**config.mk**
```make
export PLATFORM = sky130hd
export DESIGN_NAME = tetris_board_reader
export DESIGN_NICKNAME = d
export VERILOG_FILES = /design/src/rtl/tetris_pkg.sv /design/src/rtl/tetris_board_reader_pin_sync.sv /design/src/rtl/tetris_board_reader.sv
export SDC_FILE = /design/constraint.sdc
export NUM_CORES = 1
export LEC_CHECK = 0
export ABC_AREA = 0
export ABC_CLOCK_PERIOD_IN_PS = 2850
export CAP_MARGIN = 10
export CORE_ASPECT_RATIO = 0.7
export CORE_UTILIZATION = 40
export CTS_CLUSTER_SIZE = 30
export DETAILED_ROUTE_END_ITERATION = 7
export GPL_TIMING_DRIVEN = 0
export SYNTH_ARGS = -nofsm -noshare
export SYNTH_HDL_FRONTEND = slang
export SYNTH_HIERARCHICAL = 1
export SYNTH_SLANG_ARGS = --single-unit
```
**constraint.sdc**
```tcl
create_clock -name clock -period 2.85 [get_ports clock]
set_input_delay 0.4275 -clock clock [delete_from_list [all_inputs] [get_ports clock]]
set_output_delay 0.4275 -clock clock [all_outputs]
set_load 0.005 [all_outputs]
```
**src/rtl/tetris_pkg.sv**
```systemverilog
// Shared constants and scan-state type for the Tetris chip board reader.
package tetris_pkg;
  localparam int         NUM_COLS  = 8;
  localparam logic [3:0] SCORE_LOC = 4'b1000;
  localparam logic [3:0] DROP_IDLE = 4'd9;
  localparam logic [3:0] MAX_STACK = 4'd8;
  localparam int         VIS_ROWS  = 9;

  typedef enum logic [1:0] {
    ST_IDLE   = 2'd0,
    ST_SETTLE = 2'd1,
    ST_SAMPLE = 2'd2,
    ST_COMMIT = 2'd3
  } scan_state_e;
endpackage

```
**src/rtl/tetris_board_reader_pin_sync.sv**
```systemverilog
// Two-flop synchronizer for the chip's asynchronous output pins.
module pin_sync #(
  parameter int WIDTH = 12
) (
  input  logic             clock,
  input  logic             reset,
  input  logic [WIDTH-1:0] din,
  output logic [WIDTH-1:0] dout
);
  logic [WIDTH-1:0] meta_q, meta_d;
  logic [WIDTH-1:0] sync_q, sync_d;

  always_comb begin
    meta_d = din;
    sync_d = meta_q;
  end

  always_ff @(posedge clock) begin
    if (reset) begin
      meta_q <= '0;
      sync_q <= '0;
    end else begin
      meta_q <= meta_d;
      sync_q <= sync_d;
    end
  end

  assign dout = sync_q;
endmodule

```
**src/rtl/tetris_board_reader.sv**
```systemverilog
// Scans the chip's location-multiplexed port into a shadow frame, validates it,
// commits it atomically, and serves a registered pixel lookup from the committed frame.
module tetris_board_reader
  import tetris_pkg::*;
#(
  parameter int SETTLE_CYCLES = 4
) (
  input  logic        clock,
  input  logic        reset,
  input  logic        enable,
  input  logic [11:0] chip_out,
  output logic [3:0]  req_loc,
  output logic        frame_valid,
  output logic [7:0]  score,
  output logic        running,
  output logic [2:0]  cursor,
  output logic [7:0]  frame_count,
  output logic [7:0]  err_count,
  input  logic [3:0]  pix_row,
  input  logic [2:0]  pix_col,
  output logic        pix_on
);
  localparam logic [3:0] CNT_RELOAD = 4'(SETTLE_CYCLES - 1);

  logic [11:0] sync_dat;
  logic [7:0]  value;

  pin_sync #(.WIDTH(12)) u_pin_sync (
    .clock (clock),
    .reset (reset),
    .din   (chip_out),
    .dout  (sync_dat)
  );
  assign value = sync_dat[11:4];

  scan_state_e state_q, state_d;
  logic [3:0]  cnt_q, cnt_d;
  logic [3:0]  loc_q, loc_d;

  logic [3:0]  sh_stack_q [NUM_COLS];
  logic [3:0]  sh_stack_d [NUM_COLS];
  logic [3:0]  sh_drop_q  [NUM_COLS];
  logic [3:0]  sh_drop_d  [NUM_COLS];
  logic [7:0]  sh_score_q, sh_score_d;
  logic        sh_run_q, sh_run_d;
  logic [2:0]  sh_cur_q, sh_cur_d;

  logic [3:0]  stack_q [NUM_COLS];
  logic [3:0]  stack_d [NUM_COLS];
  logic [3:0]  drop_q  [NUM_COLS];
  logic [3:0]  drop_d  [NUM_COLS];
  logic [7:0]  score_q, score_d;
  logic        running_q, running_d;
  logic [2:0]  cursor_q, cursor_d;
  logic        frame_valid_q, frame_valid_d;
  logic [7:0]  frame_count_q, frame_count_d;
  logic [7:0]  err_count_q, err_count_d;
  logic        pix_on_q, pix_on_d;

  logic        frame_ok;
  logic [4:0]  pix_h;

  // A single bad column poisons the whole frame so the display never shows a mixed board.
  always_comb begin
    frame_ok = 1'b1;
    for (int c = 0; c < NUM_COLS; c++) begin
      if (sh_stack_q[c] > MAX_STACK || sh_drop_q[c] == 4'd0 ||
          sh_drop_q[c] > DROP_IDLE || sh_drop_q[c] <= sh_stack_q[c]) begin
        frame_ok = 1'b0;
      end
    end
  end

  always_comb begin
    state_d       = state_q;
    cnt_d         = cnt_q;
    loc_d         = loc_q;
    sh_stack_d    = sh_stack_q;
    sh_drop_d     = sh_drop_q;
    sh_score_d    = sh_score_q;
    sh_run_d      = sh_run_q;
    sh_cur_d      = sh_cur_q;
    stack_d       = stack_q;
    drop_d        = drop_q;
    score_d       = score_q;
    running_d     = running_q;
    cursor_d      = cursor_q;
    frame_valid_d = 1'b0;
    frame_count_d = frame_count_q;
    err_count_d   = err_count_q;

    case (state_q)
      ST_IDLE: begin
        if (enable) begin
          loc_d   = 4'd0;
          cnt_d   = CNT_RELOAD;
          state_d = ST_SETTLE;
        end
      end
      ST_SETTLE: begin
        if (cnt_q == 4'd0) begin
          state_d = ST_SAMPLE;
        end else begin
          cnt_d = cnt_q - 4'd1;
        end
      end
      ST_SAMPLE: begin
        if (loc_q == SCORE_LOC) begin
          sh_score_d = value;
          sh_run_d   = sync_dat[0];
          sh_cur_d   = sync_dat[3:1];
          state_d    = ST_COMMIT;
        end else begin
          sh_stack_d[loc_q[2:0]] = value[3:0];
          sh_drop_d[loc_q[2:0]]  = value[7:4];
          loc_d   = loc_q + 4'd1;
          cnt_d   = CNT_RELOAD;
          state_d = ST_SETTLE;
        end
      end
      default: begin
        if (frame_ok) begin
          stack_d       = sh_stack_q;
          drop_d        = sh_drop_q;
          score_d       = sh_score_q;
          running_d     = sh_run_q;
          cursor_d      = sh_cur_q;
          frame_valid_d = 1'b1;
          frame_count_d = frame_count_q + 8'd1;
        end else if (err_count_q != 8'hFF) begin
          err_count_d = err_count_q + 8'd1;
        end
        loc_d   = 4'd0;
        state_d = ST_IDLE;
      end
    endcase
  end

  // Row r of the display corresponds to height r+1; the top visible row also shows the cursor.
  always_comb begin
    pix_h    = {1'b0, pix_row} + 5'd1;
    pix_on_d = 1'b0;
    if (pix_h <= 5'(VIS_ROWS)) begin
      pix_on_d = (pix_h <= {1'b0, stack_q[pix_col]}) |
                 (pix_h == {1'b0, drop_q[pix_col]}) |
                 ((pix_h == 5'(VIS_ROWS)) & running_q & (cursor_q == pix_col));
    end
  end

  always_ff @(posedge clock) begin
    if (reset) begin
      state_q       <= ST_IDLE;
      cnt_q         <= 4'd0;
      loc_q         <= 4'd0;
      for (int c = 0; c < NUM_COLS; c++) begin
        stack_q[c] <= 4'd0;
        drop_q[c]  <= DROP_IDLE;
      end
      score_q       <= 8'd0;
      running_q     <= 1'b0;
      cursor_q      <= 3'd0;
      frame_valid_q <= 1'b0;
      frame_count_q <= 8'd0;
      err_count_q   <= 8'd0;
      pix_on_q      <= 1'b0;
    end else begin
      state_q       <= state_d;
      cnt_q         <= cnt_d;
      loc_q         <= loc_d;
      stack_q       <= stack_d;
      drop_q        <= drop_d;
      score_q       <= score_d;
      running_q     <= running_d;
      cursor_q      <= cursor_d;
      frame_valid_q <= frame_valid_d;
      frame_count_q <= frame_count_d;
      err_count_q   <= err_count_d;
      pix_on_q      <= pix_on_d;
    end
  end

  // Shadow contents are always fully rewritten before a commit, so they need no reset.
  always_ff @(posedge clock) begin
    sh_stack_q <= sh_stack_d;
    sh_drop_q  <= sh_drop_d;
    sh_score_q <= sh_score_d;
    sh_run_q   <= sh_run_d;
    sh_cur_q   <= sh_cur_d;
  end

  assign req_loc     = loc_q;
  assign frame_valid = frame_valid_q;
  assign score       = score_q;
  assign running     = running_q;
  assign cursor      = cursor_q;
  assign frame_count = frame_count_q;
  assign err_count   = err_count_q;
  assign pix_on      = pix_on_q;
endmodule
```
==> reports/metrics.yaml, run 1 <==
hold_viol_final: 0
netlist_instances: 753
routedWlPerCell_um: 19.8
num_vias: 6184
numCtsBuffers: 21
initial_core_util_pct: 40.9
min_path_cells: 0
synth_seq_area_share_pct: 54.7
dp_cells: 1087
leakage_nw: 4.03
antenna_found_initial: 1
grt_max_degree: 17
status: "finished, violations left"
core_area_um2: 21700
drv_cap: 0
insertion_delay_ps: 510
async_flop_share_pct: 0
grt_usage_pct: 19.9
final_layout_size_suffix_gt1_share_pct: 16.7
grt_pass1_wl_um: 33900
hold_class: "reg -> reg"
cts_tree: "done"
cts_htree_levels: 1
dr.first_iter.drc_count: 627
slowest_stage: "edfxtp_1"
syn2layout_area_growth_pct: 23.4
nets: 941
critPathCaptureType: "register"
hpwlAfterDp_um: 16500
clock_sinks: 204
synthFlopType: "dfxtp_1"
slew_viol_final: 0
max_stage_delay_ps: 420
min_period_ps: 2760
wl_um: 23200
synth_cell_types: 53
grtUsageMet2_pct: 26.2
worst-r2r-cell-count: 10
synthesis.area_um2: 8860
power.density_nw_per_um2: 557
rsz0062_at_grt: "true"
viasPerCell: 5.27
crit_type: "reg -> reg"
violations: "DRC"
setup_viol: 0
cp_max_fo: 7
fin_ws_ps: 86.0
worstPathRequired_ps: 3250
clock_path_buffers: 3
startpoint_type: "register"
setup_tns_ps: 0
grt_busiest_layer: "met1"
worst_slew_pin_slew_ps: 1200
synth_seq_cells: 204
boundaryPins: 56
drc: 4
port_buffers: 52
grt_pass1_vias: 5560
synth_edf_count: 76
relSlewSlack_pct: 19.4
cts_root_buf: "clkbuf_16"
cp_common_cell: "nand4_1"
grtUsageMet1_pct: 32.7
rows: 45
fin_util_pct: 50.5
ir_drop_mv: 0.349
crit_arrival_ps: 3160
fin_crit_sh_pct: 97.0
pre_cts_ws_ps: -488
cp_cell_sequence: "inv_1 -> ha_1 -> nand4_1 -> nand4_1 -> nor4_2 -> nand4_1 -> buf_4 -> nor2_1 -> nor2_1 -> mux2_2"
antenna_left: 0
yosys_warnings: 6
grt_overflow: 0
stdcell_count: 1173
first_pass_iters: 6
dieArea_um2: 22800
avgSynthCellArea_um2: 11.8
syn_nets: 819
fmax_ghz: 0.362
rrSetupSlack_ps: 90
use_met3_pct: 3.53
die_y_um: 127
skew_ps: 16.8
die_w_um: 180
path_clk_slew_ps: 60
gp_congestion: 0.942
synthesized netlist by cell type, drive strengths merged (10+ instances only):
master    n  share of area, %
mux2i    69               7.8
nor2     89               3.8
clkbuf   17              0.72
nand3    10              0.56
a211o    16               1.6
inv      50               2.1
a21oi    24               1.4
nor2b    47               3.7
o21ai    19               1.1
edfxtp   76                26
nand2    12              0.51
mux4     16               4.1
nand4    22               1.6
buf      16               1.7
ha       44               6.2
dfxtp   128                29
repair_timing:
| action | CTS | global route |
|---|---|---|
| resized for setup | 1 | 23 |
| setup buffers | 8 | 37 |
| hold buffers | 0 | 0 |
| endpoints found under the setup margin | 81 | 87 |
| pin swaps | 2 | 5 |
| cloned | 0 | 2 |
state kept, by name (all words and copies together) (netlist names), 2 cells and up:
| signal | cells |
|---|---|
| sh_drop_q | 32 |
| stack_q | 32 |
| req_loc | 4 |
| state_q | 2 |
| frame_count | 8 |
| drop_q | 32 |
| u_pin_sync/meta_q | 12 |
| sh_stack_q | 32 |
| sh_cur_q | 3 |
| score | 8 |
| u_pin_sync/dout | 12 |
| sh_score_q | 8 |
| err_count | 8 |
| cnt_q | 4 |
| cursor | 3 |
path summary, 6_finish.rpt:
path                            from            to
setup / recovery       sh_stack_q[5]  err_count[0]
setup reg to reg       sh_stack_q[5]  err_count[0]
hold / removal    u_pin_sync/dout[1]   sh_cur_q[0]
hold reg to reg   u_pin_sync/dout[1]   sh_cur_q[0]
worst max-delay path, delay by kind of cell (launching register included):
| kind | cells | cell delay (ps) |
|---|---|---|
| adders and majority gates | 1 | 300 |
| buffers and inverters | 2 | 300 |
| DFF | 1 | 420 |
| muxes | 1 | 290 |
| and+or+nand+nor | 6 | 1330 |
per-layer routing:
| layer | vias up | wire (µm) |
|---|---|---|
| met5 | - | 0 |
| met4 | 0 | 304 |
| met3 | 24 | 1990 |
| met2 | 241 | 9110 |
| met1 | 2966 | 11800 |
| li1 | 2953 | - |
final cells by class:
class / instances / area [µm²]
Fill cell: 1933 / 10700
Antenna cell: 1 / 2.50
Sequential cell: 204 / 4840
Clock inverter: 13 / 108
Buffer: 33 / 272
Multi-Input combinational cell: 466 / 3670
Timing Repair Buffer: 99 / 912
Clock buffer: 25 / 583
Tap cell: 282 / 353
Inverter: 50 / 188
power breakdown:
| group | internal [mW] | switching, mW |
|---|---|---|
| Sequential | 3.05 | 0.0335 |
| Clock | 1.57 | 1.18 |
| Combinational | 0.115 | 0.145 |
cells by family after synthesis:
kind of cell / share of synthesized area (%)
compound gates: 6.90
xor+xnor: 1.19
fa+ha+maj: 6.21
buf+inv: 4.50
flops: 54.7
mux: 12.8
simple gates: 13.8
through the flow:
| step | area, µm² | total power, mW | hold WS, ps |
|---|---|---|---|
| final | 10900 | 6.09 | 405 |
| after global routing | 10900 | 6.29 | 407 |
| after CTS | 10500 | 6.13 | 404 |
| after detailed placement | 9740 | 3.40 | 389 |
| after global placement | 9730 | 3.40 | 390 |
| after floorplan | 8860 | 3.30 | 386 |
placed cells by master, fill, tap and decap left out, drive strengths merged, types with 4 or more instances in the layout:
| cell type | synthesis | final |
|---|---|---|
| o31ai | 6 | 6 |
| nor2b | 47 | 47 |
| mux2i | 69 | 69 |
| inv | 50 | 52 |
| nand3 | 10 | 10 |
| nand2b | 5 | 5 |
| xnor2 | 9 | 9 |
| clkinv | 0 | 8 |
| nor4 | 5 | 5 |
| a211o | 16 | 16 |
| dfxtp | 128 | 128 |
| nand4 | 22 | 22 |
| buf | 16 | 60 |
| o21ai | 19 | 19 |
| clkbuf | 17 | 45 |
| o211ai | 4 | 4 |
| a21oi | 24 | 24 |
| edfxtp | 76 | 76 |
| mux2 | 7 | 7 |
| a31o | 4 | 4 |
| mux4 | 16 | 16 |
| ha | 44 | 44 |
| nor2 | 89 | 89 |
| nor3 | 9 | 9 |
| nand2 | 12 | 12 |
| clkdlybuf4s50 | 0 | 52 |
| or4 | 8 | 8 |
| and2b | 4 | 4 |
| and3 | 5 | 5 |
(Power assumes the default switching activity.)
==> run 2: changes to the inputs <==
Settings changed: ABC_AREA 0 to not set, CTS_CLUSTER_DIAMETER set to 80.
==> run 2 against run 1 <==
The run still ends with DRC left. Sequential share of layout area increased by 1.7 points. First-iteration DRC count increased by 4.1%. Via count decreased by 1.3%. Clock power decreased by 37%. Total power decreased by 17%. Worst setup slack improved by 38 ps. Critical path type unchanged.
==> reports/metrics.yaml, run 2 (same netlist as run 1, synthesis figures left out) <==
status: "finished, violations left"
violations: "DRC"
fin_hold_ws_ps: 414  # +9.45 ps
leakage_nw: 3.84  # -4.7%
hpwlAfterDp_um: 16500  # unchanged
rows: 45  # unchanged
fin_util_pct: 48.6  # -1.9 points
antenna_left: 0  # unchanged
crit_arrival_ps: 3110  # -50 ps
slew_viol_final: 0  # unchanged
worstPathRequired_ps: 3240  # about the same
grt_pass1_wl_um: 33400  # -1.7%
insertion_delay_ps: 480  # -30 ps
cp_max_fo: 7  # unchanged
stdcell_count: 1152  # -1.8%
clock_sinks: 204  # unchanged
final_cell_mix: "128 x dfxtp_1, 89 x nor2_1, 76 x edfxtp_1"
wl_um: 22500  # -2.8%
viasPerCell: 5.30  # +0.46%
nets: 932  # -0.96%
skew_ps: 43.3  # +26.5 ps
first_pass_iters: 7  # +1
num_vias: 6101  # -1.3%
ir_drop_mv: 0.445  # +27%
dieArea_um2: 22800  # unchanged
crit_type: "reg -> reg"
dr.first_iter.drc_count: 653  # +4.1%
hold_class: "reg -> reg"
power.total_mw: 5.08  # -17%
dp_cells: 1087  # unchanged
drc: 2  # -2
n_antenna_cell: 0  # -1
die_y_um: 127  # unchanged
cts_tree: "done"
initial_core_util_pct: 40.9  # unchanged
die_w_um: 180  # unchanged
grt_overflow: 0  # unchanged
gp_congestion: 0.942  # unchanged
worst_slew_pin_slew_ps: 1220  # +20.5 ps
final_layout_size_suffix_gt1_share_pct: 14.9  # -1.8 points
drv_cap: 0  # unchanged
grt_pass1_vias: 5419  # -2.5%
core_area_um2: 21700  # unchanged
startpoint_type: "register"
cts_hold_buf: 0  # unchanged
fin_crit_sh_pct: 95.7  # -1.3 points
fmax_ghz: 0.367  # +1.4%
port_buffers: 52  # unchanged
grt_usage_pct: 19.5  # -0.39 points
fill_cells: 1972  # +2.0%
path_clk_slew_ps: 120  # +60 ps
grt_max_degree: 32  # +15
relSlewSlack_pct: 18.1  # -1.4 points
cts_root_buf: "clkbuf_16"
critPathCaptureType: "register"
final_common_cell: "dfxtp_1"
numCtsBuffers: 11  # -48%
cts_htree_levels: 1  # unchanged
setup_viol: 0  # unchanged
min_period_ps: 2730  # -37.9 ps
routedWlPerCell_um: 19.6  # -1.1%
power.density_nw_per_um2: 482  # -13%
antenna_found_initial: 0  # -1
syn2layout_area_growth_pct: 18.9
boundaryPins: 56  # unchanged
hold_viol_final: 0  # unchanged
clock_path_buffers: 3  # unchanged
## run 2: path summary, 6_finish.rpt
| path | startpoint | to | slack (ps) | cells past startpoint |
|---|---|---|---|---|
| worst min register to register | u_pin_sync/dout[3] | sh_cur_q[2] | 410 | 0 |
| worst max register to register | sh_stack_q[12] | err_count[0] | 120 | 8 |
| worst min-delay path | u_pin_sync/dout[3] | sh_cur_q[2] | 410 | 0 |
| worst max-delay path | sh_stack_q[12] | err_count[0] | 120 | 8 |
## run 2: area by class of cell
class | count | area, µm² | share of cell area [%]
Timing Repair Buffer | 100 | 885 | 8.40
Sequential cell | 204 | 4840 | 46.0
Multi-Input combinational cell | 466 | 3670 | 34.9
Tap cell | 282 | 353 | 3.35
Clock buffer | 14 | 287 | 2.72
Buffer | 33 | 253 | 2.40
Inverter | 50 | 188 | 1.78
Clock inverter | 3 | 47.5 | 0.451
## run 2: layer usage
layer,track usage (%),vias to the layer above,share of wire [%]
met5,0,-,0
li1,-,2912,-
met4,3.19,0,1.2
met2,25.9,218,39
met1,32.6,2953,53
met3,2.87,18,7.4
## run 2: timing repair
item	CTS	global route
endpoints found under the setup margin	81	87
resized for setup	1	19
setup buffers	8	40
pin swaps	2	5
## run 2: power breakdown
part           switching, mW  internal, mW  leakage, nW
Combinational          0.146         0.116         1.94
Clock                  0.980         0.752        0.159
Sequential            0.0326          3.05         1.74
## run 2: through the flow
stage / TNS, ps / cell area, µm² / setup WS (ps)
after detailed placement: -14250 / 9740 / -488
after CTS: 0 / 10100 / 1.43
final: 0 / 10500 / 124
after global routing: -18.3 / 10500 / -9.79
after global placement: -14600 / 9730 / -514
after floorplan: 0 / 8860 / 167
## run 2: critical path, stage by stage, from the launching register on
cell       delay, ps
edfxtp_1         500
o31ai_1          360
o2111ai_2        230
nor4_2           250
nand4_1          270
buf_4            240
nor2_1           340
nor2_1           150
mux2_2           290
